$ cat src/rtl/ddr2_sdram_arb_pkg.sv
// ----------------------------------------------------------------------------
// ddr2_sdram_arb_pkg
// Shared types for the DDR2 local-port arbiter:
//   arb_state_e : arbiter FSM state (IDLE, WR_BURST)
//   arb_tag_t   : one outstanding-read record {port index, remaining beats}
//   clog2       : constant-friendly ceiling log2
// The tag fields are sized for the largest supported configuration
// (8 ports, SIZE_BITS up to 8) so one packed type serves every instance.
// ----------------------------------------------------------------------------
package ddr2_sdram_arb_pkg;

    typedef enum logic [0:0] {
        IDLE     = 1'b0,
        WR_BURST = 1'b1
    } arb_state_e;

    localparam int TAG_PORT_BITS = 3;
    localparam int TAG_CNT_BITS  = 8;

    typedef struct packed {
        logic [TAG_PORT_BITS-1:0] port;
        logic [TAG_CNT_BITS-1:0]  remaining;
    } arb_tag_t;

    function automatic int clog2(input int value);
        int r;
        r = 0;
        for (int i = 0; i < 31; i++) begin
            if ((1 << i) < value) r = i + 1;
        end
        return r;
    endfunction

endpackage

$ cat src/rtl/ddr2_sdram_arb_tag_fifo.sv
// ----------------------------------------------------------------------------
// ddr2_sdram_arb_tag_fifo
// Synchronous FIFO of outstanding-read tags (DEPTH entries, power of 2, >= 2).
// The head entry's remaining-beat count can be decremented in place; the
// owner pops the entry on its last beat. Push and pop in the same cycle are
// both honoured, including when the FIFO is full.
// Ports:
//   clk, reset_n     : clock, asynchronous active-low reset
//   push, push_tag   : write a new tag
//   dec_head         : one read beat consumed from the head entry
//   pop              : retire the head entry
//   head             : current head tag
//   full, empty      : occupancy flags
// ----------------------------------------------------------------------------
module ddr2_sdram_arb_tag_fifo
    import ddr2_sdram_arb_pkg::*;
#(
    parameter int DEPTH = 8
) (
    input  logic     clk,
    input  logic     reset_n,
    input  logic     push,
    input  arb_tag_t push_tag,
    input  logic     dec_head,
    input  logic     pop,
    output arb_tag_t head,
    output logic     full,
    output logic     empty
);

    localparam int PTR_BITS = clog2(DEPTH);

    arb_tag_t            mem_q [DEPTH];
    logic [PTR_BITS-1:0] wr_ptr_q;
    logic [PTR_BITS-1:0] rd_ptr_q;
    logic [PTR_BITS:0]   count_q;
    logic                do_push;
    logic                do_pop;

    assign empty   = (count_q == '0);
    assign full    = (count_q == (PTR_BITS+1)'(DEPTH));
    assign do_pop  = pop & ~empty;
    // A full FIFO still takes a push when the head leaves in the same cycle.
    assign do_push = push & (~full | do_pop);
    assign head    = mem_q[rd_ptr_q];

    always_ff @(posedge clk or negedge reset_n) begin
        if (!reset_n) begin
            wr_ptr_q <= '0;
            rd_ptr_q <= '0;
            count_q  <= '0;
        end else begin
            if (do_push) wr_ptr_q <= wr_ptr_q + PTR_BITS'(1);
            if (do_pop)  rd_ptr_q <= rd_ptr_q + PTR_BITS'(1);
            if (do_push && !do_pop)      count_q <= count_q + (PTR_BITS+1)'(1);
            else if (do_pop && !do_push) count_q <= count_q - (PTR_BITS+1)'(1);
        end
    end

    // Storage needs no reset: entries are only read while counted valid.
    // A push never lands on the head slot while it is being decremented
    // (that needs empty, which blocks the decrement, or full, which forces a pop).
    always_ff @(posedge clk) begin
        if (dec_head && !do_pop && !empty)
            mem_q[rd_ptr_q].remaining <= mem_q[rd_ptr_q].remaining - TAG_CNT_BITS'(1);
        if (do_push)
            mem_q[wr_ptr_q] <= push_tag;
    end

endmodule

$ cat src/rtl/ddr2_sdram_local_port_arbiter.sv
// ----------------------------------------------------------------------------
// ddr2_sdram_local_port_arbiter
// Round-robin front end for the DDR2 controller's native local interface.
// A granted write burst keeps the grant until all its beats are accepted;
// issued reads are tagged so returning beats are steered to their port.
// Ports:
//   clk, reset_n                     : clock, asynchronous active-low reset
//   port_read_req/write_req/burstbegin, port_addr, port_size, port_wdata,
//   port_be                          : flattened per-port requests
//   port_ready                       : per-port accept strobe
//   port_rdata, port_rdata_valid     : read data broadcast + one-hot owner
//   local_*                          : controller side
//   rd_underflow                     : sticky, read beat with nothing pending
//   dbg_state                        : arbiter FSM state for observation
// Handshake: a port's command/beat is transferred in any cycle where its
// port_ready bit is 1 (this equals local_ready while the port owns the
// local interface); all request and data signals are sampled in that cycle.
// ----------------------------------------------------------------------------
module ddr2_sdram_local_port_arbiter
    import ddr2_sdram_arb_pkg::*;
#(
    parameter int NUM_PORTS = 2,
    parameter int DATA_BITS = 64,
    parameter int ROW_BITS  = 13,
    parameter int BANK_BITS = 2,
    parameter int COL_BITS  = 10,
    parameter int SIZE_BITS = 2,
    parameter int TAG_DEPTH = 8,
    localparam int AW  = ROW_BITS + BANK_BITS + COL_BITS - 1,
    localparam int BEW = DATA_BITS / 8
) (
    input  logic                           clk,
    input  logic                           reset_n,
    input  logic [NUM_PORTS-1:0]           port_read_req,
    input  logic [NUM_PORTS-1:0]           port_write_req,
    input  logic [NUM_PORTS-1:0]           port_burstbegin,
    input  logic [NUM_PORTS*AW-1:0]        port_addr,
    input  logic [NUM_PORTS*SIZE_BITS-1:0] port_size,
    input  logic [NUM_PORTS*DATA_BITS-1:0] port_wdata,
    input  logic [NUM_PORTS*BEW-1:0]       port_be,
    output logic [NUM_PORTS-1:0]           port_ready,
    output logic [DATA_BITS-1:0]           port_rdata,
    output logic [NUM_PORTS-1:0]           port_rdata_valid,
    input  logic                           local_ready,
    input  logic                           local_init_done,
    input  logic                           local_rdata_valid,
    input  logic [DATA_BITS-1:0]           local_rdata,
    output logic                           local_read_req,
    output logic                           local_write_req,
    output logic                           local_burstbegin,
    output logic [ROW_BITS-1:0]            local_row_addr,
    output logic [BANK_BITS-1:0]           local_bank_addr,
    output logic [COL_BITS-2:0]            local_col_addr,
    output logic [SIZE_BITS-1:0]           local_size,
    output logic [DATA_BITS-1:0]           local_wdata,
    output logic [BEW-1:0]                 local_be,
    output logic                           rd_underflow,
    output arb_state_e                     dbg_state
);

    localparam int PW = (NUM_PORTS > 1) ? clog2(NUM_PORTS) : 1;

    arb_state_e           state_q;
    logic [PW-1:0]        ptr_q;
    logic [PW-1:0]        lat_q;
    logic [SIZE_BITS-1:0] beats_q;
    logic                 uf_q;

    logic [NUM_PORTS-1:0] eligible;
    logic                 gnt_valid;
    logic [PW-1:0]        gnt_idx;
    logic [PW-1:0]        sel_idx;
    logic                 gnt_is_wr;
    logic                 in_idle;
    logic                 path_active;
    logic                 beat_ok;
    logic [AW-1:0]        sel_addr;
    logic [SIZE_BITS-1:0] sel_size;
    logic [SIZE_BITS-1:0] eff_size;

    logic                 fifo_full;
    logic                 fifo_empty;
    logic                 fifo_push;
    logic                 fifo_pop;
    logic                 fifo_dec;
    logic                 read_room;
    arb_tag_t             head_tag;
    arb_tag_t             push_tag;

    function automatic logic [PW-1:0] next_port(input logic [PW-1:0] p);
        return (int'(p) == NUM_PORTS - 1) ? PW'(0) : p + PW'(1);
    endfunction

    // A read may go out when a slot is free now or the head retires this cycle.
    assign read_room = ~fifo_full | fifo_pop;
    assign eligible  = port_burstbegin &
                       (port_write_req | (port_read_req & {NUM_PORTS{read_room}}));

    // First eligible port at or after the priority pointer, wrapping.
    always_comb begin
        gnt_valid = 1'b0;
        gnt_idx   = '0;
        for (int k = 0; k < NUM_PORTS; k++) begin
            if (!gnt_valid && eligible[(int'(ptr_q) + k) % NUM_PORTS]) begin
                gnt_valid = 1'b1;
                gnt_idx   = PW'((int'(ptr_q) + k) % NUM_PORTS);
            end
        end
    end

    assign in_idle     = (state_q == IDLE);
    assign sel_idx     = in_idle ? gnt_idx : lat_q;
    assign gnt_is_wr   = port_write_req[gnt_idx];
    assign beat_ok     = local_init_done & local_ready;
    // reset_n gates the combinational outputs so they are quiet during reset.
    assign path_active = reset_n & local_init_done & (in_idle ? gnt_valid : 1'b1);

    assign local_read_req   = path_active & in_idle & ~gnt_is_wr;
    assign local_write_req  = path_active & (in_idle ? gnt_is_wr : port_write_req[lat_q]);
    assign local_burstbegin = path_active & in_idle;
    assign port_ready       = path_active ? (NUM_PORTS'(local_ready) << sel_idx) : '0;

    assign sel_addr        = port_addr[int'(sel_idx)*AW +: AW];
    assign local_row_addr  = sel_addr[AW-1 -: ROW_BITS];
    assign local_bank_addr = sel_addr[COL_BITS-1 +: BANK_BITS];
    assign local_col_addr  = sel_addr[COL_BITS-2:0];
    assign sel_size        = port_size[int'(sel_idx)*SIZE_BITS +: SIZE_BITS];
    assign eff_size        = (sel_size == '0) ? SIZE_BITS'(1) : sel_size;
    assign local_size      = eff_size;
    assign local_wdata     = port_wdata[int'(sel_idx)*DATA_BITS +: DATA_BITS];
    assign local_be        = port_be[int'(sel_idx)*BEW +: BEW];

    // Read return steering.
    assign fifo_dec         = local_rdata_valid & ~fifo_empty;
    assign fifo_pop         = fifo_dec & (head_tag.remaining <= TAG_CNT_BITS'(1));
    assign fifo_push        = local_read_req & local_ready;
    assign push_tag.port    = TAG_PORT_BITS'(gnt_idx);
    assign push_tag.remaining = TAG_CNT_BITS'(eff_size);
    assign port_rdata       = local_rdata;
    assign port_rdata_valid = (reset_n & fifo_dec) ? (NUM_PORTS'(1) << head_tag.port) : '0;
    assign rd_underflow     = uf_q;
    assign dbg_state        = state_q;

    ddr2_sdram_arb_tag_fifo #(
        .DEPTH (TAG_DEPTH)
    ) u_tag_fifo (
        .clk      (clk),
        .reset_n  (reset_n),
        .push     (fifo_push),
        .push_tag (push_tag),
        .dec_head (fifo_dec),
        .pop      (fifo_pop),
        .head     (head_tag),
        .full     (fifo_full),
        .empty    (fifo_empty)
    );

    always_ff @(posedge clk or negedge reset_n) begin
        if (!reset_n) begin
            state_q <= IDLE;
            ptr_q   <= '0;
            lat_q   <= '0;
            beats_q <= '0;
            uf_q    <= 1'b0;
        end else begin
            if (local_rdata_valid && fifo_empty) uf_q <= 1'b1;
            case (state_q)
                IDLE: begin
                    if (gnt_valid && beat_ok) begin
                        if (gnt_is_wr && eff_size != SIZE_BITS'(1)) begin
                            state_q <= WR_BURST;
                            lat_q   <= gnt_idx;
                            beats_q <= eff_size - SIZE_BITS'(1);
                        end else begin
                            ptr_q <= next_port(gnt_idx);
                        end
                    end
                end
                WR_BURST: begin
                    if (beat_ok && port_write_req[lat_q]) begin
                        beats_q <= beats_q - SIZE_BITS'(1);
                        if (beats_q == SIZE_BITS'(1)) begin
                            state_q <= IDLE;
                            ptr_q   <= next_port(lat_q);
                        end
                    end
                end
                default: state_q <= IDLE;
            endcase
        end
    end

endmodule

$ cat config.mk
export PLATFORM = sky130hd
export DESIGN_NAME = ddr2_sdram_local_port_arbiter
export DESIGN_NICKNAME = d
export VERILOG_FILES = /design/src/rtl/ddr2_sdram_arb_pkg.sv /design/src/rtl/ddr2_sdram_arb_tag_fifo.sv /design/src/rtl/ddr2_sdram_local_port_arbiter.sv
export SDC_FILE = /design/constraint.sdc
export NUM_CORES = 1
export LEC_CHECK = 0
export ABC_CLOCK_PERIOD_IN_PS = 7770
export CAP_MARGIN = 20
export CORE_AREA = 4 4 170 172
export CTS_CLUSTER_DIAMETER = 120
export DETAILED_ROUTE_END_ITERATION = 10
export DIE_AREA = 0 0 174 176
export PLACE_DENSITY = 0.58
export SKIP_LAST_GASP = 1
export SLEW_MARGIN = 10
export SYNTH_ARGS = -nofsm -noshare
export SYNTH_HDL_FRONTEND = slang
export SYNTH_HIERARCHICAL = 1
export SYNTH_SLANG_ARGS = --single-unit
$ cat constraint.sdc
create_clock -name clk -period 7.77 [get_ports clk]
set_input_delay 1.1655 -clock clk [delete_from_list [all_inputs] [get_ports clk]]
set_output_delay 1.1655 -clock clk [all_outputs]
set_load 0.03 [all_outputs]
==> impl_results.md, run 1 <==
* Synth warn at 6
* Multiplexer share of the synthesized area at 0.250
* Crit path capture type: primary output
* Row count at between 60 and 70
* Cts hold-fix bufs at 0
* P&R area growth vs syn at 46.4%
* Critical Path End: local_size[1]
* Reg2Reg Depth at 14
* Setup Viol. Count Final at 0
* I/O Pins at between 400 and 500
* Grt ovf at 0
* Hold Path Stages at 1
* Number of global-route vias before repair at between 6000 and 7000
* Hpwl dp at between 20 and 30 mm
* CTS Buf Count at 9
* Number of buffers on the longest clock path at 2
* Final instance area at roughly 11000 um^2
* Max Cap Viol at 0
* Main combinational cell family by area after synthesis: multiplexers
* Clk slew on worst S/H paths at about 0.07 ns
* Layout Nets at around 1200
* Final worst path period need at approximately 6.5 ns
* Gr usage total at 0.221
* R2r startpoint: u_tag_fifo/rd_ptr_q[1]
* Core region area at 27500 um^2
* CP delay by family, top: buffers and inverters
* Max VDD drop at approximately 180 uV
* # DRC at 0
* DR iter-0 viols at about 550
* Setup crit start: u_tag_fifo/rd_ptr_q[1]
* Clock skew at just over 0.007 ns
* Placed cell count at around 1200
* R2R setup slack at approximately 2.3 ns
* Tightest Hold Check Type: reg -> reg
* Port Buffers at about 310
* Drt pass-1 iters at 4
* CP Cell Sequence: buf_4 -> mux4_2 -> mux2_2 -> or3_1 -> o31a_1 -> a2bb2oi_2 -> o41ai_4 -> buf_12 -> mux2_4 -> clkdlybuf4s50_1
* Critical path depth at 10
* Area after DPL at 10400 um^2
* Post-Synth XOR/XNOR Area at 0.0142
* Pwr per Cell Area at between 300 and 400 nW/um^2
* Mean Syn Cell Area at 11.2 um^2
* Final Hold Fails at 0
* Worst slew pin tran at 1.13 ns
* Placer Congestion at 0.928
* Syn Std Cell Area at 7290 um^2
* Max Slew Vio Count at 0
* Worst r2r dst: u_tag_fifo/mem_q[4][6]
* Routed wire length at 35.3 mm
* Vias at about 6300
* Final worst setup slack at around 1.3 ns
* Most used DFF post-synth: edfxtp_1
* Sequential cell area fraction in the yosys report at 0.417
* Clock Latency Late Sink at around 0.35 ns
* Max transition margin at 0.239
* Status: completed
* First-pass GRT wire length at approximately 49 mm
* Initial antenna violation count at 4
* Clk sinks at ~100
* Post-synth EDFFs at between 80 and 90
* # resized after CTS at 0
* Die W at 174 um
* Final Cycle Share at 0.837
* Worst EP arrival at ~5.3 ns
* Post-synthesis adder-cell area fraction at 0.0148
* CTS tree: built
* Initial Util at 0.265
* RSZ-0062 raised after global routing: no
* Filler cell count at between 2000 and 3000
* Worst Path Buf+Inv at 3
* Slowest stage cell, crit path: dfrtp_1
* Complex-gate fraction of the synthesized area at 0.0889
* Die area at ~31000 um^2
* Gate Count Post-Synth at 652
* Post-synth ARST share at 0.154
* WS Path Type: reg -> out
* Finished Layout Cells at 1260
* Share of layout cells above drive strength 1 at 0.193
* Pleak at 0.00383 uW
* Slowest cell delay on critical path at 0.78 ns
* Max Clk Rate at between 150 and 200 MHz
* Netlist cell types at 59
* Vias/cell at around 5.0
* Largest net degree at the start of global routing at between 100 and 150
* Post-synthesis register bit count at about 100
* Routed Antenna Nets at 0
* Required time of the critical path at around 6.6 ns
* Hold_sp: rd_underflow
* Startpoint types: flop
* WL per Instance at roughly 28 um
* Crit-path max FO at 100
* Setup TNS at 0 ns
* Synth Area in Simple Gates at 0.107
* Pre-CTS WS at 1.62 ns
* Die height at approximately 180 um
* CTS Root Cell: clkbuf_16
* Post-CTS setup buffers at 0
* CTS H-tree lvls at 3
==> report_power, final <==
part | internal, uW | total [uW] | switching, uW
clock network | 256 | 478 | 221
registers | 790 | 866 | 75.5
logic | 944 | 2070 | 1130
total | 1990 | 3410 | 1420
==> flip-flops by register name, indices dropped and copies added, names as in the netlist <==
| name | count |
|---|---|
| u_tag_fifo/mem_q | 88 |
| u_tag_fifo/count_q | 4 |
| u_tag_fifo/rd_ptr_q | 3 |
| u_tag_fifo/wr_ptr_q | 3 |
| beats_q | 2 |
| dbg_state | 1 |
| lat_q | 1 |
| ptr_q | 1 |
| rd_underflow | 1 |
==> per-stage QoR <==
stage / utilization / hold slack, ns / total power (uW)
6_report: 0.389 / 0.472 / 3410
5_1_grt: 0.389 / 0.494 / 3590
4_1_cts: 0.388 / 0.471 / 3420
3_5_place_dp: 0.377 / 0.450 / 2940
3_3_place_gp: 0.376 / 0.464 / 2910
2_1_floorplan: - / 0.456 / 2300
==> how the worst min path moves through the flow <==
stage | end | slack, ns
finish | rd_underflow | 0.47
global route | rd_underflow | 0.49
CTS | rd_underflow | 0.47
detailed placement | rd_underflow | 0.45
global placement | rd_underflow | 0.46
floorplan | u_tag_fifo/count_q[3] | 0.46
==> placed cells by master, fill, tap and decap left out, types with 5 or more instances in the layout <==
cell / Yosys / final
a211o_1: 8 / 8
a21oi_1: 10 / 10
and2_1: 5 / 5
and3_1: 5 / 5
buf_4: 73 / 9
clkbuf_16: 0 / 9
clkdlybuf4s50_1: 0 / 313
conb_1: 1 / 29
dfrtp_1: 16 / 16
edfxtp_1: 88 / 88
ha_1: 7 / 7
inv_1: 14 / 14
inv_2: 6 / 6
mux2_2: 112 / 112
mux2i_1: 11 / 11
mux4_2: 17 / 17
nand2_1: 73 / 73
nand2b_1: 7 / 7
nand3_1: 17 / 17
nand4_1: 8 / 8
nor2_1: 22 / 22
nor2b_1: 6 / 6
nor3_1: 6 / 6
o21ai_0: 18 / 12
o21ai_1: 21 / 27
o31ai_1: 20 / 18
xnor2_1: 7 / 7
==> Yosys cell counts (2+ instances only) <==
library cell | number | share of area
nand4_1 | 8 | 0.0069
o31ai_1 | 20 | 0.021
and2_1 | 5 | 0.0043
o21ai_1 | 21 | 0.014
nand2_1 | 73 | 0.038
mux2_2 | 112 | 0.17
nor3_1 | 6 | 0.0041
o21ai_0 | 18 | 0.012
buf_4 | 73 | 0.075
a22oi_1 | 3 | 0.0031
a21oi_1 | 10 | 0.0069
a211o_1 | 8 | 0.0096
ha_1 | 7 | 0.012
buf_1 | 12 | 0.0062
mux2i_1 | 11 | 0.015
clkbuf_1 | 14 | 0.0072
mux2_4 | 3 | 0.0062
nand3_1 | 17 | 0.012
nand2b_1 | 7 | 0.0060
buf_6 | 3 | 0.0046
a21o_1 | 2 | 0.0021
edfxtp_1 | 88 | 0.36
xor2_1 | 3 | 0.0036
and3_1 | 5 | 0.0043
inv_2 | 6 | 0.0031
dfrtp_1 | 16 | 0.055
mux4_2 | 17 | 0.052
nor2_1 | 22 | 0.011
inv_1 | 14 | 0.0072
xnor2_1 | 7 | 0.0084
buf_2 | 6 | 0.0041
or4b_1 | 2 | 0.0027
a221o_1 | 2 | 0.0027
nor2b_1 | 6 | 0.0051
==> metal layers <==
| layer | GRT usage | vias to the layer above | wire length [um] |
|---|---|---|---|
| met2 | 0.332 | 330 | 15700 |
| li1 | - | 2808 | - |
| met3 | 0.0769 | 17 | 3470 |
| met4 | 0.0320 | 0 | 346 |
| met1 | 0.316 | 3105 | 15800 |
| met5 | 0 | - | 0 |
==> kinds of logic after synthesis <==
logic type | Yosys count
simple gates | 160
compound gates | 95
buf+inv | 129
other cells | 1
flops | 104
fa+ha+maj | 8
mux | 144
xor+xnor | 11
==> layout make-up <==
class                      count  area [um^2]  share of cell area
clock inverter                 7         87.6             0.00820
clock buffer                   9          225              0.0211
timing repair buffer         324         3230               0.303
antenna                        2         5.00            0.000468
multi-input combinational    447         3580               0.335
tap                          346          433              0.0405
inverter                      21         78.8             0.00738
sequential                   104         3040               0.285
Power figures use the tool's default switching activity.
==> inputs of run 2 (changes only) <==
Settings changed: ABC_CLOCK_PERIOD_IN_PS 7770 to 6400, CORE_AREA 4 4 170 172 to 4 4 169 171, DIE_AREA 0 0 174 176 to 0 0 173 175.
Clock period 7.77 ns to 6.4 ns, I/O delays scaled along.
==> run 2 against run 1 <==
Sequential share of layout area increased by 0.44 points. Non-clock buffer count increased by 4. Global-route usage is 0.38 points higher. Sequential power grew 22%. Critical path type unchanged. Largest cell class unchanged.
==> impl_results.md, run 2 (synthesized netlist as in run 1, its figures left out) <==
* Gr usage total at 0.225 (+0.00377)
* Max transition margin at 0.198 (-0.0416)
* Routed Antenna Nets at 0 (unchanged)
* CP Cell Sequence: mux4_2 -> mux2_2 -> or4_4 -> o31a_1 -> a2bb2oi_2 -> o41ai_4 -> buf_4 -> mux2_2 -> clkdlybuf4s50_1
* Placer Congestion at 0.978 (+5.3%)
* Initial Util at 0.271 (+0.00593)
* Number of buffers on the longest clock path at 2 (unchanged)
* Finished Layout Cells at 1257 (-0.24%)
* Die height at 175 um (-0.57%)
* Core region area at 26900 um^2 (-2.2%)
* Port Buffers at 313 (unchanged)
* RSZ-0062 raised after global routing: no
* Worst Path Buf+Inv at 2 (-1)
* Comb pwr share at 0.619 (+0.013)
* Leading cell type in the layout, fill and taps excluded: clkdlybuf4s50_1
* Share of layout cells above drive strength 1 at 0.271 (+0.0778)
* Clk pwr share at 0.126 (-0.014)
* Final Cycle Share at 0.947
* Vias at 6255 (-0.080%)
* Int Pwr at 2350 uW (+18%)
* Max Cap Viol at 0 (unchanged)
* Pleak at 0.00391 uW (+2.1%)
* Worst EP arrival at 5.10 ns (-0.24 ns)
* WS Path Type: reg -> out
* Number of global-route vias before repair at 6304 (-0.14%)
* Vias/cell at 4.98 (+0.16%)
* Pre-CTS WS at 0.669 ns (-0.949 ns)
* I/O Pins at 442 (unchanged)
* First-pass GRT wire length at 48.1 mm (-1.2%)
* CTS H-tree lvls at 3 (unchanged)
* Largest regs: u_tag_fifo/mem_q: 88 flops, u_tag_fifo/count_q: 4 flops
* Biggest register: u_tag_fifo/mem_q
* DR iter-0 viols at 632 (+16%)
* # DRC at 0 (unchanged)
* Most frequent cells in the layout: 244 x clkdlybuf4s50_1, 112 x mux2_2, 88 x edfxtp_1
* Largest register FFs at 88 (unchanged)
* Final worst path period need at just over 6 ns
* Drt pass-1 iters at 5 (+1)
* Clk sinks at 104 (unchanged)
* Post-CTS setup buffers at 0 (unchanged)
* Max Slew Vio Count at 0 (unchanged)
* Routed wire length at 35.4 mm (+0.46%)
* Max Clk Rate at roughly 170 MHz
* Die area at 30300 um^2 (-1.1%)
* Sw Ratio at 0.436 (+0.0188)
* Psw at 1810 uW (+27%)
* Tightest Hold Check Type: reg -> reg
* Cell mode on critical path: mux2_2
* Clock skew at 0.00972 ns (+0.00256 ns)
* Hpwl dp at 29.5 mm (+2.5%)
* # resized after CTS at 0 (unchanged)
* Required time of the critical path at 5.44 ns (-1.16 ns)
* CTS tree: built
* Pwr per Cell Area at 395 nW/um^2 (+24%)
* CTS Buf Count at 9 (unchanged)
* Grt ovf at 0 (unchanged)
* Register share of total power at 0.254 (about the same)
* Worst slew pin tran at 1.20 ns (+0.0612 ns)
* Layout Nets at 1190 (+0.34%)
* Startpoint types: flop
* Row count at 60 (-1.6%)
* Crit-path max FO at 30 (-70%)
* Setup Viol. Count Final at 0 (unchanged)
* Status: completed
* Crit path capture type: primary output
* Slowest stage cell, crit path: dfrtp_1
* Largest net degree at the start of global routing at 57 (-44%)
* WL per Instance at 28.2 um (+0.70%)
* Slowest cell delay on critical path at 0.88 ns (+0.10 ns)
* Initial antenna violation count at 5 (+1)
* Clk slew on worst S/H paths at 0.07 ns (about the same)
* CTS Root Cell: clkbuf_16
* Placed cell count at 1241 (unchanged)
* Ant diodes at 0 (-2)
* Clock Latency Late Sink at 0.35 ns (about the same)
* Final Hold Fails at 0 (unchanged)
* Filler cell count at 2648 (-1.6%)
* CP delay by family, top: multiplexers
* P&R area growth vs syn at 44.2%
* Setup TNS at 0 ns (unchanged)
* Cts hold-fix bufs at 0 (unchanged)
* Max VDD drop at 165 uV (-7.1%)
* Die W at 173 um (-0.57%)
* Final worst setup slack at 0.340 ns (-0.924 ns)
[run 2: metrics by stage]
step | area (um^2) | hold slack (ns) | power [uW] | util
5_1_grt | 10500 | 0.480 | 4390 | 0.391
4_1_cts | 10500 | 0.467 | 4180 | 0.391
3_3_place_gp | 10200 | 0.443 | 3610 | 0.381
6_report | 10500 | 0.467 | 4160 | 0.391
2_1_floorplan | 7400 | 0.456 | 2790 | -
3_5_place_dp | 10200 | 0.452 | 3640 | 0.381
[run 2: final timing paths]
kind	endpoint	from	slack, ns	cells past startpoint
worst max-delay path	local_be[3]	u_tag_fifo/rd_ptr_q[0]	0.34	9
worst min-delay path	rd_underflow	rd_underflow	0.47	1
worst max register to register	u_tag_fifo/mem_q[6][6]	u_tag_fifo/rd_ptr_q[0]	0.96	13
worst min register to register	rd_underflow	rd_underflow	0.47	1
max in group asynchronous	u_tag_fifo/count_q[3]	reset_n	4.92	2
min in group asynchronous	u_tag_fifo/count_q[1]	reset_n	0.95	1
[run 2: routing by layer]
metal	wire length, um	global-route usage
met1	13700	0.277
met2	15700	0.339
met3	5790	0.146
met4	214	0.0279
met5	13	0.0288
[run 2: area by class of cell]
cell class              count  area (um^2)  area share
clock buffers               9          225      0.0214
clock inverters             7         53.8     0.00511
inverters                  21         78.8     0.00749
multi-input cells         447         3580       0.340
flip-flops and latches    104         3040       0.289
well taps                 341          427      0.0406
repair buffers            328         3110       0.296
[run 2: worst reg2reg max path, cell delays in order (launching register included)]
cell and delay, ns:
dfrtp_1 0.88, mux4_2 0.59, mux2_2 0.34, or4_4 0.55, o31a_1 0.37, a22oi_1 0.30
o21bai_1 0.21, nor2_1 0.18, and3_1 0.26, o21a_1 0.34, nand3_1 0.31, inv_1 0.63
a211o_1 0.19, nand3_1 0.07
[run 2: power groups by stage]
stage               sequential, uW  combinational [uW]  clock [uW]
global route                  1070                2750         560
floorplan                     1030                1750           0
global placement              1070                2540           0
CTS                           1060                2590         534
detailed placement            1070                2570           0
finish                        1060                2570         525
